[config.mk]
export PLATFORM = sky130hd
export DESIGN_NAME = pmem_arbiter
export DESIGN_NICKNAME = d
export VERILOG_FILES = /design/src/rtl/riscv_mem_pkg.sv /design/src/rtl/pmem_arb_grant.sv /design/src/rtl/pmem_arbiter.sv
export SDC_FILE = /design/constraint.sdc
export NUM_CORES = 1
export LEC_CHECK = 0
export ABC_AREA = 0
export CORE_AREA = 4 4 208 210
export CTS_CLUSTER_SIZE = 20
export DETAILED_ROUTE_END_ITERATION = 8
export DIE_AREA = 0 0 212 214
export GPL_TIMING_DRIVEN = 0
export HOLD_SLACK_MARGIN = 0.05
export PLACE_DENSITY_LB_ADDON = 0.1
export RECOVER_POWER = 100
export SLEW_MARGIN = 15
export SYNTH_ARGS = -nofsm -noshare
export SYNTH_HDL_FRONTEND = slang
export SYNTH_SLANG_ARGS = --single-unit
export TNS_END_PERCENT = 50
[constraint.sdc]
create_clock -name clk -period 9.87 [get_ports clk]
set_input_delay 2.961 -clock clk [delete_from_list [all_inputs] [get_ports clk]]
set_output_delay 2.961 -clock clk [all_outputs]
set_load 0.01 [all_outputs]
[src/rtl/riscv_mem_pkg.sv]
// Shared memory-side types for the program-memory arbiter.
// FSM state, requester id and default bus widths.
package riscv_mem_pkg;

    localparam int PMEM_ADDR_W = 64;
    localparam int PMEM_DATA_W = 64;

    typedef enum logic [1:0] {
        ST_IDLE = 2'd0,
        ST_WAIT = 2'd1,
        ST_RESP = 2'd2
    } state_t;

    typedef enum logic {
        REQ_IFU = 1'b0,
        REQ_LSU = 1'b1
    } req_id_t;

endpackage

[src/rtl/pmem_arb_grant.sv]
// Grant selection between IFU and LSU for the shared memory port.
// PMEM_ARB_RR_EN selects round-robin; otherwise LSU has fixed priority.
module pmem_arb_grant
    import riscv_mem_pkg::*;
(
`ifdef PMEM_ARB_RR_EN
    input  logic clk,
    input  logic rst,
    input  logic fire,
`endif
    input  logic ifu_valid,
    input  logic lsu_valid,
    output logic grant_lsu
);

`ifdef PMEM_ARB_RR_EN
    logic last_lsu_q;
    logic last_lsu_d;

    // Pick a requester; on a tie favour whoever did not win last time
    always_comb begin
        if (ifu_valid && lsu_valid) begin
            grant_lsu = ~last_lsu_q;
        end else if (ifu_valid) begin
            grant_lsu = 1'b0;
        end else begin
            grant_lsu = 1'b1;
        end
    end

    // Remember the winner of every accepted handshake
    always_comb begin
        last_lsu_d = last_lsu_q;
        if (fire) begin
            last_lsu_d = grant_lsu;
        end
    end

    // Last-grant register, LSU after reset
    always_ff @(posedge clk or posedge rst) begin
        if (rst) begin
            last_lsu_q <= 1'b1;
        end else begin
            last_lsu_q <= last_lsu_d;
        end
    end
`else
    // Fixed priority: LSU wins any tie, IFU only when alone
    always_comb begin
        if (ifu_valid && !lsu_valid) begin
            grant_lsu = 1'b0;
        end else begin
            grant_lsu = 1'b1;
        end
    end
`endif

endmodule

[src/rtl/pmem_arbiter.sv]
// Two-requester arbiter in front of a single-outstanding memory port.
// Build option PMEM_ARB_RR_EN enables round-robin tie breaking.
module pmem_arbiter
    import riscv_mem_pkg::*;
#(
    parameter int ADDR_W = PMEM_ADDR_W,
    parameter int DATA_W = PMEM_DATA_W
) (
    input  logic              clk,
    input  logic              rst,

    input  logic              ifu_req_valid,
    output logic              ifu_req_ready,
    input  logic [ADDR_W-1:0] ifu_req_addr,
    output logic              ifu_resp_valid,
    output logic [DATA_W-1:0] ifu_resp_data,

    input  logic              lsu_req_valid,
    output logic              lsu_req_ready,
    input  logic [ADDR_W-1:0] lsu_req_addr,
    input  logic              lsu_req_wen,
    input  logic [DATA_W-1:0] lsu_req_wdata,
    input  logic [7:0]        lsu_req_wmask,
    output logic              lsu_resp_valid,
    output logic [DATA_W-1:0] lsu_resp_data,

    output logic              mem_req,
    output logic [ADDR_W-1:0] mem_addr,
    output logic              mem_wen,
    output logic [DATA_W-1:0] mem_wdata,
    output logic [7:0]        mem_wmask,
    input  logic              mem_ack,
    input  logic [DATA_W-1:0] mem_rdata
);

    state_t            state_q, state_d;
    req_id_t           id_q, id_d;
    logic [ADDR_W-1:0] addr_q, addr_d;
    logic              wen_q, wen_d;
    logic [DATA_W-1:0] wdata_q, wdata_d;
    logic [7:0]        wmask_q, wmask_d;
    logic [DATA_W-1:0] rdata_q, rdata_d;

    logic grant_lsu;
    logic is_idle;
    logic fire;
    logic in_resp;

    pmem_arb_grant u_grant (
`ifdef PMEM_ARB_RR_EN
        .clk       (clk),
        .rst       (rst),
        .fire      (fire),
`endif
        .ifu_valid (ifu_req_valid),
        .lsu_valid (lsu_req_valid),
        .grant_lsu (grant_lsu)
    );

    // Ready only to the granted, valid requester while idle and out of reset
    always_comb begin
        is_idle       = (state_q == ST_IDLE);
        ifu_req_ready = is_idle && !rst && !grant_lsu && ifu_req_valid;
        lsu_req_ready = is_idle && !rst && grant_lsu && lsu_req_valid;
        fire          = ifu_req_ready || lsu_req_ready;
    end

    // Transaction FSM: capture command, wait for ack, return one response
    always_comb begin
        state_d = state_q;
        id_d    = id_q;
        addr_d  = addr_q;
        wen_d   = wen_q;
        wdata_d = wdata_q;
        wmask_d = wmask_q;
        rdata_d = rdata_q;
        unique case (state_q)
            ST_IDLE: begin
                if (fire) begin
                    state_d = ST_WAIT;
                    if (grant_lsu) begin
                        id_d    = REQ_LSU;
                        addr_d  = lsu_req_addr;
                        wen_d   = lsu_req_wen;
                        wdata_d = lsu_req_wdata;
                        wmask_d = lsu_req_wmask;
                    end else begin
                        id_d    = REQ_IFU;
                        addr_d  = ifu_req_addr;
                        wen_d   = 1'b0;
                        wdata_d = '0;
                        wmask_d = '0;
                    end
                end
            end
            ST_WAIT: begin
                if (mem_ack) begin
                    state_d = ST_RESP;
                    rdata_d = wen_q ? '0 : mem_rdata;
                end
            end
            ST_RESP: begin
                state_d = ST_IDLE;
            end
            default: begin
                state_d = ST_IDLE;
            end
        endcase
    end

    // State and latched command registers
    always_ff @(posedge clk or posedge rst) begin
        if (rst) begin
            state_q <= ST_IDLE;
            id_q    <= REQ_LSU;
            addr_q  <= '0;
            wen_q   <= 1'b0;
            wdata_q <= '0;
            wmask_q <= '0;
            rdata_q <= '0;
        end else begin
            state_q <= state_d;
            id_q    <= id_d;
            addr_q  <= addr_d;
            wen_q   <= wen_d;
            wdata_q <= wdata_d;
            wmask_q <= wmask_d;
            rdata_q <= rdata_d;
        end
    end

    // Memory command is the latched request, live only while waiting
    always_comb begin
        mem_req   = (state_q == ST_WAIT);
        mem_addr  = addr_q;
        mem_wen   = wen_q;
        mem_wdata = wdata_q;
        mem_wmask = wmask_q;
    end

    // Route the single-cycle response to whoever owns the transaction
    always_comb begin
        in_resp        = (state_q == ST_RESP);
        ifu_resp_valid = in_resp && (id_q == REQ_IFU);
        lsu_resp_valid = in_resp && (id_q == REQ_LSU);
        ifu_resp_data  = ifu_resp_valid ? rdata_q : '0;
        lsu_resp_data  = lsu_resp_valid ? rdata_q : '0;
    end

endmodule
==> qor.csv <==
metric,value,unit
grt_max_degree,85,
drt-vias-per-instance,4.235,
period_minus_slack,8.316,ns
slew_headroom,-0.7810,
critPathMaxFanout,10,
fin_total_pwr,3.413,mW
worstSetupPathType,in -> out,
ctsHtreeMaxLevel,1,
p_sw_frac,0.3139,
initial_core_util,0.2259,
clkPwrFrac,0.280,
power_switching,1.071,mW
cts.repair.resized,0,
synth_warnings,0,
synthAdderAreaFrac,0,
synth_top_family_by_area,simple AND/OR/NAND/NOR gates,
end_kind,output pin,
final_cell_area,0.01632,sq mm
clk_pin_slew,0.06,ns
gp_congestion,0.7902,
synth_top_area_frac,0.5410,
setup_ws,1.554,ns
synth_cells,805,
cts_inserted_buffers,26,
die_x,212,um
hold_path_class,reg -> reg,
antenna_found_initial,8,
synthSimpleGateAreaFrac,0.1602,
hold_buffers,0,
cp.required,6.91,ns
drv_slew,52,
first_iter_violations,260,
max-vdd-ir-drop,0.1111,mV
power_density,209.0,mW/mm^2
dieArea,0.04537,sq mm
clockRootBuffer,clkbuf_16,
dp_cells,1885,
pre_cts_ws,1.636,ns
p_leak,7.115,nW
layout.nets,1644,
postCtsSetupBuffers,0,
grt_pass1_vias,8887,
r2r_setup_slack,7.42,ns
synth-seq-cells,204,
netlist_area,0.009390,sq mm
power.internal,2.341,mW
core_area,0.04157,sq mm
dpl_cell_area,0.01552,sq mm
share_comb_of_total_power,0.330,
drive_gt1_frac,0.09548,
drcViolationCount,0,
synth_compound_area_frac,0.1041,
min_period_over_period,0.8426,
routed_wl,39630,um
ios,540,
synth-xor-area-share,0,
max_freq,120.2,MHz
violations,"max-capacitance violations, max-slew violations",
share_seq_of_total_power,0.391,
setup_viol,0,
hold_viol,0,
area_growth,73.84,%
finalNonFillerCells,1937,
tightest_slew,2.657,ns
vias,8204,
io_buffer_count,539,
start_kind,input pin,
rsz0062_at_grt,no,
cts_tree,done,
muxShareOfSynthArea,0.1535,
syn_nets,1075,
crit_arrival,5.36,ns
yosysTopAreaCell,dfrtp_1,
fillerInstances,4171,
synthTopCellsByArea,"dfrtp_1, mux2_2, and2_1, a22o_1, mux2_1",
gr-total-overflow,0,
avgSynthCellArea,11.66,sq um
seq_area_frac_synth,0.5438,
clk_latency,0.53,ns
grt_pass1_wl,57780,um
maxCapViolCount,1,
die_y,214,um
outcome,"complete, but fails checks",
num_rows,75,
yosysUniqueCellTypes,22,
detail-route-antenna-nets,0,
post_drt_wl_per_cell,20.46,um
post-dp-hpwl,31390,um
first_pass_iters,4,
grt_util_all_layers,0.1674,
clock-skew-final,0.007752,ns
ctsLongestPathBuffers,3,
cts.sink_count,204,
## cell families after synthesis
logic type / after synthesis
buffers and inverters: 68
multiplexers: 128
AND/OR/NAND/NOR: 265
AO/OA/AOI/OAI: 140
flip-flops: 204
## cells in the mapped netlist
cell and count:
a21o_1 1, a22o_1 73, and2_1 129, and3b_1 1, buf_1 2, buf_2 16
buf_4 1, buf_6 11, clkbuf_1 35, dfrtp_1 203, dfstp_2 1, inv_1 3
mux2_1 49, mux2_2 79, nand2_1 65, nand2b_1 66, nand3b_1 1, nor3_2 1
nor3b_1 1, nor4_1 1, o21ai_0 65, o21ai_1 1
## through the flow
stage / hold WS (ns) / util / TNS (ns)
5_1_grt: 0.5054 / 0.3926 / 0
3_5_place_dp: 0.4815 / 0.3734 / 0
4_1_cts: 0.4969 / 0.3943 / 0
3_3_place_gp: 0.4744 / 0.3719 / -478.31
2_1_floorplan: 0.4552 / - / 0
6_report: 0.4883 / 0.3927 / 0
## routing by layer
layer / GRT usage / up-vias / wire length [um]
met2: 0.2939 / 317 / 19830
met5: 0 / - / 20
li1: - / 3888 / -
met3: 0.05902 / 60 / 3447
met1: 0.1910 / 3935 / 15120
met4: 0.04906 / 4 / 1212
## placed cells by master, fill, tap and decap left out, drive strengths merged, types with 2 or more instances in the layout
cell / Yosys / routed
diode: 0 / 5
o21ai: 66 / 66
clkbuf: 35 / 91
buf: 30 / 13
clkdlybuf4s50: 0 / 333
dfrtp: 203 / 203
inv: 3 / 2
mux2: 128 / 128
a22o: 73 / 73
clkinvlp: 0 / 3
nand2b: 66 / 66
clkinv: 0 / 7
dlygate4sd3: 0 / 206
nand2: 65 / 65
and2: 129 / 129
## worst max-delay path, cell delays in order
cell and delay [ns]:
dlygate4sd3_1 0.58, nor3_1 0.23, and2_0 0.28, clkbuf_1 0.58, dlygate4sd3_1 0.71
## worst paths after layout
check / from / endpoint / depth (start not counted)
max in group asynchronous: rst / mem_wdata[0] / 3
min in group asynchronous: rst / state_q[1] / 2
worst min-delay path: rdata_q[31] / rdata_q[31] / 2
worst max-delay path: rst / lsu_req_ready / 5
worst max register to register: state_q[0] / state_q[0] / 5
worst min register to register: rdata_q[31] / rdata_q[31] / 2
## registers in the layout, indices dropped and copies added, names as in the netlist
register,count
id_q,1
mem_wen,1
state_q,2
mem_wdata,64
mem_addr,64
rdata_q,64
mem_wmask,8
## power by group through the flow
stage | registers, mW | clock network, mW | logic [mW]
6_report | 1.33 | 0.954 | 1.12
5_1_grt | 1.38 | 1.02 | 1.23
4_1_cts | 1.35 | 0.989 | 1.24
3_5_place_dp | 1.35 | 0 | 1.24
3_3_place_gp | 1.35 | 0 | 1.23
2_1_floorplan | 1.39 | 0 | 0.430
## cell type report
class                   instances  area (sq um)  share of cell area
diodes                          5         12.51           0.0007665
plain buffers                  65         282.8             0.01732
clock buffers                  37         773.2             0.04737
clock inverters                10         95.09            0.005825
inverters                       3         12.51           0.0007665
multi-input cells             533          3918              0.2400
flip-flops and latches        204          5106              0.3128
well taps                     539         674.4             0.04131
repair buffers                541          5450              0.3339
(Power assumes the default switching activity.)
